## src/rtl/lbdr_pkg.sv

```systemverilog
// Shared types and constants for the logic-based distributed routing unit.
package lbdr_pkg;

  typedef enum logic [2:0] {
    HEADER = 3'b001,
    BODY   = 3'b010,
    TAIL   = 3'b100
  } flit_e;

  // Bit positions inside the one-hot {L,S,W,E,N} port vector; the deroute
  // code and the Cx bit order share the N/E/W/S numbering.
  typedef enum logic [2:0] {
    PORT_N = 3'd0,
    PORT_E = 3'd1,
    PORT_W = 3'd2,
    PORT_S = 3'd3,
    PORT_L = 3'd4
  } port_idx_e;

  typedef enum logic {
    IDLE   = 1'b0,
    ROUTED = 1'b1
  } state_e;

  localparam logic [1:0] DR_N = 2'd0;
  localparam logic [1:0] DR_E = 2'd1;
  localparam logic [1:0] DR_W = 2'd2;
  localparam logic [1:0] DR_S = 2'd3;

  // Configuration contents before the first reset.
  localparam logic [7:0] RXY_PWRUP = 8'h3C;
  localparam logic [3:0] CX_PWRUP  = 4'hF;
  localparam logic [1:0] DR_PWRUP  = DR_N;
  localparam int unsigned CUR_PWRUP = 5;

endpackage

```

## src/rtl/lbdr_dr_if.sv

```systemverilog
// Flit-side handshake and routing result between input FIFO, router and allocator.
interface lbdr_dr_if #(
  parameter int unsigned AW = 4
) ();
  logic          empty;
  logic          grant;
  logic [2:0]    flit_id;
  logic [AW-1:0] dst_addr;
  logic [4:0]    port;
  logic          route_vld;
  logic          derouted;
  logic          err;

  modport master (
    output empty, grant, flit_id, dst_addr,
    input  port, route_vld, derouted, err
  );

  modport slave (
    input  empty, grant, flit_id, dst_addr,
    output port, route_vld, derouted, err
  );
endinterface

```

## src/rtl/lbdr_route_calc.sv

```systemverilog
// Combinational LBDR route computation: comparators, minimal terms,
// N>E>W>S priority and deroute fallback.
module lbdr_route_calc
  import lbdr_pkg::*;
#(
  parameter int unsigned X_W = 2,
  parameter int unsigned Y_W = 2
) (
  input  logic [X_W+Y_W-1:0] cur_addr,
  input  logic [X_W+Y_W-1:0] dst_addr,
  input  logic [7:0]         rxy,
  input  logic [3:0]         cx,
  input  logic [1:0]         dr,
  output logic [4:0]         port,
  output logic               derouted,
  output logic               route_ok
);

  logic [X_W-1:0] x_cur, x_dst;
  logic [Y_W-1:0] y_cur, y_dst;
  logic           n1, s1, e1, w1, l_t;
  logic [3:0]     min_t;

  assign x_cur = cur_addr[X_W-1:0];
  assign x_dst = dst_addr[X_W-1:0];
  assign y_cur = cur_addr[X_W+Y_W-1:X_W];
  assign y_dst = dst_addr[X_W+Y_W-1:X_W];

  // Direction comparators and connectivity-masked minimal terms.
  always_comb begin
    n1 = y_dst < y_cur;
    s1 = y_cur < y_dst;
    e1 = x_cur < x_dst;
    w1 = x_dst < x_cur;
    l_t = ~n1 & ~e1 & ~w1 & ~s1;
    min_t[PORT_N] = cx[PORT_N] & ((n1 & ~e1 & ~w1) | (n1 & e1 & rxy[0]) | (n1 & w1 & rxy[1]));
    min_t[PORT_E] = cx[PORT_E] & ((e1 & ~n1 & ~s1) | (e1 & n1 & rxy[2]) | (e1 & s1 & rxy[3]));
    min_t[PORT_W] = cx[PORT_W] & ((w1 & ~n1 & ~s1) | (w1 & n1 & rxy[4]) | (w1 & s1 & rxy[5]));
    min_t[PORT_S] = cx[PORT_S] & ((s1 & ~e1 & ~w1) | (s1 & e1 & rxy[6]) | (s1 & w1 & rxy[7]));
  end

  // One-hot port selection with deroute as last resort.
  always_comb begin
    port     = '0;
    derouted = 1'b0;
    if (l_t) begin
      port[PORT_L] = 1'b1;
    end else if (min_t[PORT_N]) begin
      port[PORT_N] = 1'b1;
    end else if (min_t[PORT_E]) begin
      port[PORT_E] = 1'b1;
    end else if (min_t[PORT_W]) begin
      port[PORT_W] = 1'b1;
    end else if (min_t[PORT_S]) begin
      port[PORT_S] = 1'b1;
    end else if (cx[dr]) begin
      port[dr] = 1'b1;
      derouted = 1'b1;
    end
    route_ok = |port;
  end

endmodule

```

## src/rtl/lbdr_dr.sv

```systemverilog
// LBDR routing unit with deroute: holds the routed port for a whole packet
// and flags protocol/unroutable errors.
module lbdr_dr
  import lbdr_pkg::*;
#(
  parameter int unsigned X_W = 2,
  parameter int unsigned Y_W = 2
) (
  input  logic               clk,
  input  logic               rst,
  input  logic [7:0]         Rxy_rst,
  input  logic [3:0]         Cx_rst,
  input  logic [1:0]         Dr_rst,
  input  logic [X_W+Y_W-1:0] cur_addr_rst,
  lbdr_dr_if.slave           bus
);

  localparam int unsigned AW = X_W + Y_W;

  logic [7:0]    rxy_q = RXY_PWRUP;
  logic [3:0]    cx_q  = CX_PWRUP;
  logic [1:0]    dr_q  = DR_PWRUP;
  logic [AW-1:0] cur_q = AW'(CUR_PWRUP);

  state_e     state_q, state_d;
  logic [4:0] port_q, port_d;
  logic       route_vld_q, route_vld_d;
  logic       derouted_q, derouted_d;
  logic       err_q, err_d;

  logic [4:0] calc_port;
  logic       calc_der, calc_ok;
  logic       consume, route_now;

  lbdr_route_calc #(.X_W(X_W), .Y_W(Y_W)) u_calc (
    .cur_addr (cur_q),
    .dst_addr (bus.dst_addr),
    .rxy      (rxy_q),
    .cx       (cx_q),
    .dr       (dr_q),
    .port     (calc_port),
    .derouted (calc_der),
    .route_ok (calc_ok)
  );

  assign consume = ~bus.empty & bus.grant;

  // Packet FSM: route on header, hold through body, release on tail.
  always_comb begin
    state_d     = state_q;
    port_d      = port_q;
    route_vld_d = route_vld_q;
    derouted_d  = derouted_q;
    err_d       = 1'b0;
    route_now   = 1'b0;
    if (consume) begin
      unique case (state_q)
        IDLE: begin
          if (bus.flit_id == HEADER) begin
            route_now = 1'b1;
          end else if (bus.flit_id == BODY || bus.flit_id == TAIL) begin
            err_d = 1'b1;
          end
        end
        ROUTED: begin
          if (bus.flit_id == HEADER) begin
            err_d     = 1'b1;
            route_now = 1'b1;
          end else if (bus.flit_id == TAIL) begin
            port_d      = '0;
            route_vld_d = 1'b0;
            derouted_d  = 1'b0;
            state_d     = IDLE;
          end
        end
        default: ;
      endcase
    end
    // Shared by both states so a header inside a packet re-routes exactly
    // like a fresh one, including falling back to IDLE when unroutable.
    if (route_now) begin
      if (calc_ok) begin
        port_d      = calc_port;
        route_vld_d = 1'b1;
        derouted_d  = calc_der;
        state_d     = ROUTED;
      end else begin
        err_d       = 1'b1;
        port_d      = '0;
        route_vld_d = 1'b0;
        derouted_d  = 1'b0;
        state_d     = IDLE;
      end
    end
  end

  // Configuration load during reset; state and outputs registered.
  always_ff @(posedge clk) begin
    if (rst) begin
      rxy_q       <= Rxy_rst;
      cx_q        <= Cx_rst;
      dr_q        <= Dr_rst;
      cur_q       <= cur_addr_rst;
      state_q     <= IDLE;
      port_q      <= '0;
      route_vld_q <= 1'b0;
      derouted_q  <= 1'b0;
      err_q       <= 1'b0;
    end else begin
      state_q     <= state_d;
      port_q      <= port_d;
      route_vld_q <= route_vld_d;
      derouted_q  <= derouted_d;
      err_q       <= err_d;
    end
  end

  assign bus.port      = port_q;
  assign bus.route_vld = route_vld_q;
  assign bus.derouted  = derouted_q;
  assign bus.err       = err_q;

endmodule

```

## src/flat_wrapper.sv

```systemverilog
// flat-port wrapper written by rule: the top's interface ports become plain ports
module lbdr_dr_flat import lbdr_pkg::*;
#(
  parameter int unsigned X_W = 2,
  parameter int unsigned Y_W = 2
)
  (clk, rst, Rxy_rst, Cx_rst, Dr_rst, cur_addr_rst, bus_empty, bus_grant, bus_flit_id, bus_dst_addr, bus_port, bus_route_vld, bus_derouted, bus_err);
  lbdr_dr_if #(.AW(4)) bus_i ();
  input  logic clk;
  input  logic rst;
  input  logic [7:0] Rxy_rst;
  input  logic [3:0] Cx_rst;
  input  logic [1:0] Dr_rst;
  input  logic [X_W+Y_W-1:0] cur_addr_rst;
  input wire logic [$bits(bus_i.empty)-1:0] bus_empty;
  input wire logic [$bits(bus_i.grant)-1:0] bus_grant;
  input wire logic [$bits(bus_i.flit_id)-1:0] bus_flit_id;
  input wire logic [$bits(bus_i.dst_addr)-1:0] bus_dst_addr;
  output wire logic [$bits(bus_i.port)-1:0] bus_port;
  output wire logic [$bits(bus_i.route_vld)-1:0] bus_route_vld;
  output wire logic [$bits(bus_i.derouted)-1:0] bus_derouted;
  output wire logic [$bits(bus_i.err)-1:0] bus_err;
  assign bus_i.empty = bus_empty;
  assign bus_i.grant = bus_grant;
  assign bus_i.flit_id = bus_flit_id;
  assign bus_i.dst_addr = bus_dst_addr;
  assign bus_port = bus_i.port;
  assign bus_route_vld = bus_i.route_vld;
  assign bus_derouted = bus_i.derouted;
  assign bus_err = bus_i.err;
  lbdr_dr #(.X_W(X_W), .Y_W(Y_W)) u_core (.clk(clk), .rst(rst), .Rxy_rst(Rxy_rst), .Cx_rst(Cx_rst), .Dr_rst(Dr_rst), .cur_addr_rst(cur_addr_rst), .bus(bus_i));
endmodule
```

## config.mk

```make
export PLATFORM = sky130hd
export DESIGN_NAME = lbdr_dr_flat
export DESIGN_NICKNAME = d
export VERILOG_FILES = /design/src/rtl/lbdr_pkg.sv /design/src/rtl/lbdr_dr_if.sv /design/src/rtl/lbdr_route_calc.sv /design/src/rtl/lbdr_dr.sv /design/src/flat_wrapper.sv
export SDC_FILE = /design/constraint.sdc
export NUM_CORES = 1
export LEC_CHECK = 0
export CAP_MARGIN = 20
export CORE_MARGIN = 1
export CORE_UTILIZATION = 46
export CTS_CLUSTER_DIAMETER = 100
export DETAILED_ROUTE_END_ITERATION = 8
export GPL_TIMING_DRIVEN = 0
export PLACE_DENSITY_LB_ADDON = 0.05
export SETUP_SLACK_MARGIN = 0.05
export SYNTH_ARGS = -nofsm -noshare
export SYNTH_HDL_FRONTEND = slang
export SYNTH_SLANG_ARGS = --single-unit
export TNS_END_PERCENT = 50
```

## constraint.sdc

```tcl
create_clock -name clk -period 3.1 [get_ports clk]
set_input_delay 0.775 -clock clk [delete_from_list [all_inputs] [get_ports clk]]
set_output_delay 0.775 -clock clk [all_outputs]
set_load 0.01 [all_outputs]
```

; Yosys cells after proc, flatten, opt, wreduce, memory -nomap -nowiden
; Index checks and enable logic that the tools add are counted.
; Widths: inputs -> output; s select.
[classes]
n_lt_le_gt_ge = 7
n_eq_ne = 4
n_mux = 56
n_bitwise = 42
reduce_logical = 7
[ops]
columns = operator, n
row1 = $mux 5, 11
row2 = $mux 1, 35
row3 = $and 1x1->1, 28
row4 = $mux 4, 3
row5 = $lt 2x2->1, 4
row6 = $or 1x1->1, 8
row7 = $mux 3, 2
row8 = $not 1->1, 6
row9 = $reduce_bool 2->1, 3
row10 = $reduce_or 5->1, 1
row11 = $lt 2x4->1 const B, 1
row12 = $mux 2, 2
row13 = $reduce_and 4->1, 1
row14 = $eq 3x1->1 const B, 1
row15 = $eq 3x2->1 const B, 1
row16 = $eq 3x3->1 const B, 1
row17 = $lt 2x3->1 const B, 1
row18 = $bmux 1 s2, 1
row19 = $demux 1 s2, 1
row20 = $ge 2x1->1 const B, 1
row21 = $ne 2x1->1 const B, 1
row22 = $pmux 1 s2, 1
row23 = $logic_and 1x1->1, 1
row24 = $logic_or 1x1->1, 1
[word_totals]
regBits = 27
input_bits = 29
output_inout_bits = 8
wordCells = 125

; Logic depth before layout (Yosys ltp)
[logic_depth]
word_depth = 20
ltp_mapped = 7
depth_no_buf = 7

; Hierarchy
; A second synthesis with hierarchy kept.
[unflattened]
hier_cells = 116
hier_area_um2 = 1417.6
[modules_own_cells]
columns = module, n_inst, cells_each, area_each_um2, seq_area_each_um2
row1 = lbdr_dr, 1, 57, 944.7, 720.7
row2 = lbdr_route_calc, 1, 59, 473.0, 0.0

; Worst setup path after synthesis
; Ideal clock, no wire load.
[synth_path]
path_type = input to register
startpoint = input bus_dst_addr[3]
endpoint = register u_core.state_q
setup_time_ns = 0.124
arrival_time_ns = 2.277
required_time_ns = 2.976
path_slack_ns = 0.699
cell_stages = 7
n_path_buf = 0
path_cell_list = inv_1 ha_1 nor2b_1 or3_1 a311o_1 and4bb_1 o21ai_0
[synth_between]
elab_chain_len = 14
word_cells_on_any_way = 55
cone_classes = order compare: 2 / mux: 15 / bitwise: 37 / reduce/logical: 1
[synth_lines]
columns = item, line
row1 = start: declaration, flat_wrapper.sv:18  ; input wire logic [$bits(bus_i.dst_addr)-1:0] bus_dst_addr;
row2 = "$lt 2x2->1, on equally long branches", "lbdr_route_calc.sv:32, lbdr_route_calc.sv:31"
row3 = "$and 1x1->1, or another cell as far along", lbdr_route_calc.sv:39  ; min_t[PORT_S] = cx[PORT_S] & ((s1 & ~e1 & ~w1) | (s1 & e1 & rxy[6]) | (s1 & w1 & rxy[7]));
row4 = "$and 1x1->1, on equally long branches", "lbdr_route_calc.sv:39, lbdr_route_calc.sv:38"
row5 = $or 1x1->1 or $and 1x1->1 (tied branches), "lbdr_route_calc.sv:39, lbdr_route_calc.sv:38"
row6 = "$or 1x1->1, on equally long branches", "lbdr_route_calc.sv:39, lbdr_route_calc.sv:38"
row7 = $and 1x1->1 or $or 1x1->1 (tied branches), "lbdr_route_calc.sv:39, lbdr_route_calc.sv:38"
row8 = "$mux 3, or another cell as far along", lbdr_route_calc.sv:54  ; end else if (min_t[PORT_S]) begin
row9 = $mux 2 or $mux 1 (tied branches), lbdr_route_calc.sv:52  ; end else if (min_t[PORT_W]) begin
row10 = $mux 1 or $mux 3 (tied branches), lbdr_route_calc.sv:50  ; end else if (min_t[PORT_E]) begin
row11 = $mux 1 or $mux 4 (tied branches), lbdr_route_calc.sv:48  ; end else if (min_t[PORT_N]) begin
row12 = $mux 4 or $mux 1 (tied branches), lbdr_route_calc.sv:46  ; if (l_t) begin
row13 = $reduce_or 5->1 (*), lbdr_route_calc.sv:60  ; route_ok = |port;
row14 = $mux 1 (*), lbdr_dr.sv:82  ; if (calc_ok) begin
row15 = $mux 1 (*), lbdr_dr.sv:81  ; if (route_now) begin
row16 = end signal: assignment, lbdr_dr.sv:110  ; state_q <= state_d;
row17 = end: declaration, lbdr_dr.sv:25  ; state_e state_q, state_d;
; Mark *: on every way between the ends. The rest lies on a longest branch, timed or not.
; A chain may end at the register's enable or synchronous reset.

; Worst setup path after layout
; Same ends and word-level chain as after synthesis.

==> key figures <==
Drt
  – Via count: 1,001
  – Drt pass-1 iters: 4
  – Wire per inst: 13.4 um
  – Post-detailed-routing wire length: 2.35 mm
  – DR DRC count: 0
  – Vias/cell: 5.72
  – DR iter-0 viols: 16
  – Routed Antenna Nets: 0

Setup path
  – CP startpoint kind: input port
  – Instance count on the critical path: 8
  – Crit end category: flip-flop
  – Critical Path, Cell by Cell: clkdlybuf4s50_1, inv_1, ha_1, nor2b_1, or3_1, a311o_1, and4bb_1, o21ai_0
  – Reg2reg path depth: 6
  – CP Class: input port to flip-flop
  – Slowest stage delay, CP: 0.45 ns
  – Worst EP required: 3.32 ns
  – CP arrival: 2.93 ns
  – Max FO, Critical Path: 6
  – Slowest-stage cell, CP: clkdlybuf4s50_1
  – Kind of cell adding the most delay to the critical path: simple AND/OR/NAND/NOR gates
  – Buf/Inv on CP: 2

Timing
  – Max Clock Freq: 369 MHz
  – Max_slew headroom: 0.337
  – RSZ-0062 raised after global routing: no
  – Crit path time final: 2.71 ns
  – Setup violators final: 0
  – Setup TNS: 0 ns
  – Hold Vio Cnt, Final: 0
  – Slew Limit Fails: 0
  – Worst-margin pin slew: 0.991 ns
  – Clock skew: 0.00473 ns
  – Crit share post-route: 0.873

Yosys
  – Number of flops mapped to enable cells by yosys: 18
  – Synth Area in XOR/XNOR: 0.0136
  – Mux share of post-synthesis cell area: 0.0175
  – Avg Cell Area, Syn: 12.2 sq um
  – Synth Area in Adders: 0.0389
  – Sequential share of the synthesized area: 0.561
  – Syn nets: 138
  – Post-synthesis compound-gate area fraction: 0.152
  – Predominant post-synthesis flop cell: edfxtp_1
  – Asr flop ratio synth: 0
  – Synthesized cell area: 1280 sq um
  – Synth unique cells: 40
  – Largest family of logic cells by synthesized area: simple AND/OR/NAND/NOR gates
  – Warning count from the yosys run: 0
  – Flip-flop and latch count after synthesis: 27
  – Cells after synthesis: 105
  – Post-synthesis simple-gate area fraction: 0.197

Floorplan
  – Die X: 54.9 um
  – Row count: 18
  – Die height: 54.9 um
  – Die area: 3010 sq um
  – I/O pin count: 37
  – Initial core utilization: 0.500
  – Core area: 2570 sq um

Power
  – Peak VDD IR: 0.269 mV
  – Total Power: 704 uW
  – Pleak: 0.000643 uW
  – Pwr Density: 412 nW/um^2

GRT
  – Initial antenna violation count: 0
  – GRT Total Usage: 0.178
  – Vias in the first global route: 880
  – First-pass GRT wire length: 3.78 mm
  – Largest net degree at the start of global routing: 25
  – GRT overflow: 0

Placed design
  – DP Cell Count: 171
  – Post-detail-place hpwl: 1.82 mm
  – Routability cong.: 0.861
  – IO Port Bufs: 36
  – Area after DPL: 1680 sq um

Finish
  – Fill cells: 208
  – Syn-to-layout area delta: 33.0%
  – Diodes inserted: 0
  – Share of layout cells above drive strength 1: 0.103
  – Final Instance Area: 1710 sq um
  – Non-Filler Instances: 175
  – Multi-input gate area: 538 sq um
  – Register Area: 721 sq um
  – Final net count: 179

Worst hold path
  – Path category of the worst min-delay check: flip-flop to flip-flop
  – WHS Path Cells: 2

Clock network
  – CTS tree: yes
  – Clock buffer depth: 2
  – Post-CTS sizing: 0
  – CTS root buffer: clkbuf_4
  – Setup Buffers After CTS: 0
  – Clk sinks: 27
  – H-tree levels: 1
  – Later-pin clock latency in the skew report: 0.32 ns
  – Clk slew on worst S/H paths: 0.14 ns
  – Hold-fix buffers at CTS: 0
  – Num CTS Buffers: 3

Run status
  – Run status: complete, no violations

Run
  – Max Cap Violations: 0
-- worst reg2reg max path: stages (launching register included) --
cell	delay, ns
edfxtp_1	0.40
ha_1	0.33
nor2b_1	0.32
o21ai_0	0.17
and4bb_2	0.41
and4bb_1	0.27
a21o_1	0.18
-- final timing paths --
check             slack (ns)                           endpoint                              start
setup / recovery        0.39        u_core.state_q$_SDFFE_PP0P_                    bus_dst_addr[3]
hold / removal          0.47  u_core.bus.route_vld$_SDFFE_PP0P_  u_core.bus.route_vld$_SDFFE_PP0P_
setup reg to reg        0.93          u_core.bus.err$_SDFF_PP0_          u_core.cur_q[3]$_DFFE_PP_
hold reg to reg         0.47  u_core.bus.route_vld$_SDFFE_PP0P_  u_core.bus.route_vld$_SDFFE_PP0P_
-- stage by stage --
stage          worst slack (ns)  hold slack [ns]   util
5_1_grt                   0.326            0.485  0.666
3_3_place_gp             0.0829            0.434  0.655
6_report                  0.393            0.467  0.666
2_1_floorplan             0.699            0.476      -
3_5_place_dp             0.0648            0.443  0.655
4_1_cts                   0.405            0.475  0.666
-- area by class of cell --
type | count | area share
sequential | 27 | 0.422
multi-input combinational | 71 | 0.315
timing repair buffer | 36 | 0.211
tap | 30 | 0.0220
clock buffer | 4 | 0.0154
inverter | 7 | 0.0154
-- flip-flops by register name (all words and copies together) (netlist names) --
name,flops
u_core.cx_q,4
u_core.dr_q,2
u_core.bus.port,5
u_core.rxy_q,8
u_core.state_q,1
u_core.bus.err,1
u_core.bus.derouted,1
u_core.cur_q,4
u_core.bus.route_vld,1
-- per-layer routing --
metal	global-route usage	part of all wire	wire length (um)	up-vias
met2	0.303	0.50	1170	28
met1	0.232	0.45	1070	475
met5	0	0	0	-
met4	0.0513	0.0064	15	0
met3	0.0250	0.044	103	2
li1	-	-	-	496
-- synthesized netlist by cell type, types with 2 or more instances --
cell      instances  area, sq um
a21oi_1           4         20.0
nand2_1           5         18.8
nor3_1            2         10.0
nor2_1            7         26.3
dfxtp_1           9          180
a22oi_1           2         15.0
a22o_1            3         26.3
and3_1            2         12.5
and3_2            2         15.0
inv_1             7         26.3
o21ai_0           6         30.0
or3_1             2         12.5
nor2b_1           3         18.8
ha_1              4         50.1
nand4_1           2         12.5
a31oi_1           2         12.5
edfxtp_1         18          541
xnor2_1           2         17.5
a21o_1            2         15.0
-- where the power goes --
group | internal, uW | switching (uW) | total [uW]
sequential | 407 | 10.1 | 417
combinational | 75.7 | 60.7 | 136
clock | 50.3 | 101 | 151
total | 533 | 171 | 704
-- cells by family after synthesis --
kind of cell	count (synthesis)
DFF	27
and+or+nand+nor	37
xor gates and xnor gates	2
adders and majority gates	4
buffers and inverters	7
AOI/OAI and AO/OA	27
muxes	1
-- layout by cell type (no fill, tap or decap), drive strengths merged, types with 2 or more instances in the layout --
master         Yosys  final
nor2               7      7
clkbuf             0      4
a21oi              4      4
inv                7      7
dfxtp              9      9
o21ai              6      6
and4bb             2      2
a21o               2      2
a31oi              2      2
nand4              2      2
or3                4      4
a22o               3      3
a22oi              2      2
nor2b              4      4
clkdlybuf4s50      0     36
and3               4      4
ha                 4      4
nor3               2      2
nand2              5      5
xnor2              2      2
edfxtp            18     18
Note: power is estimated with default switching activity, not from simulation.
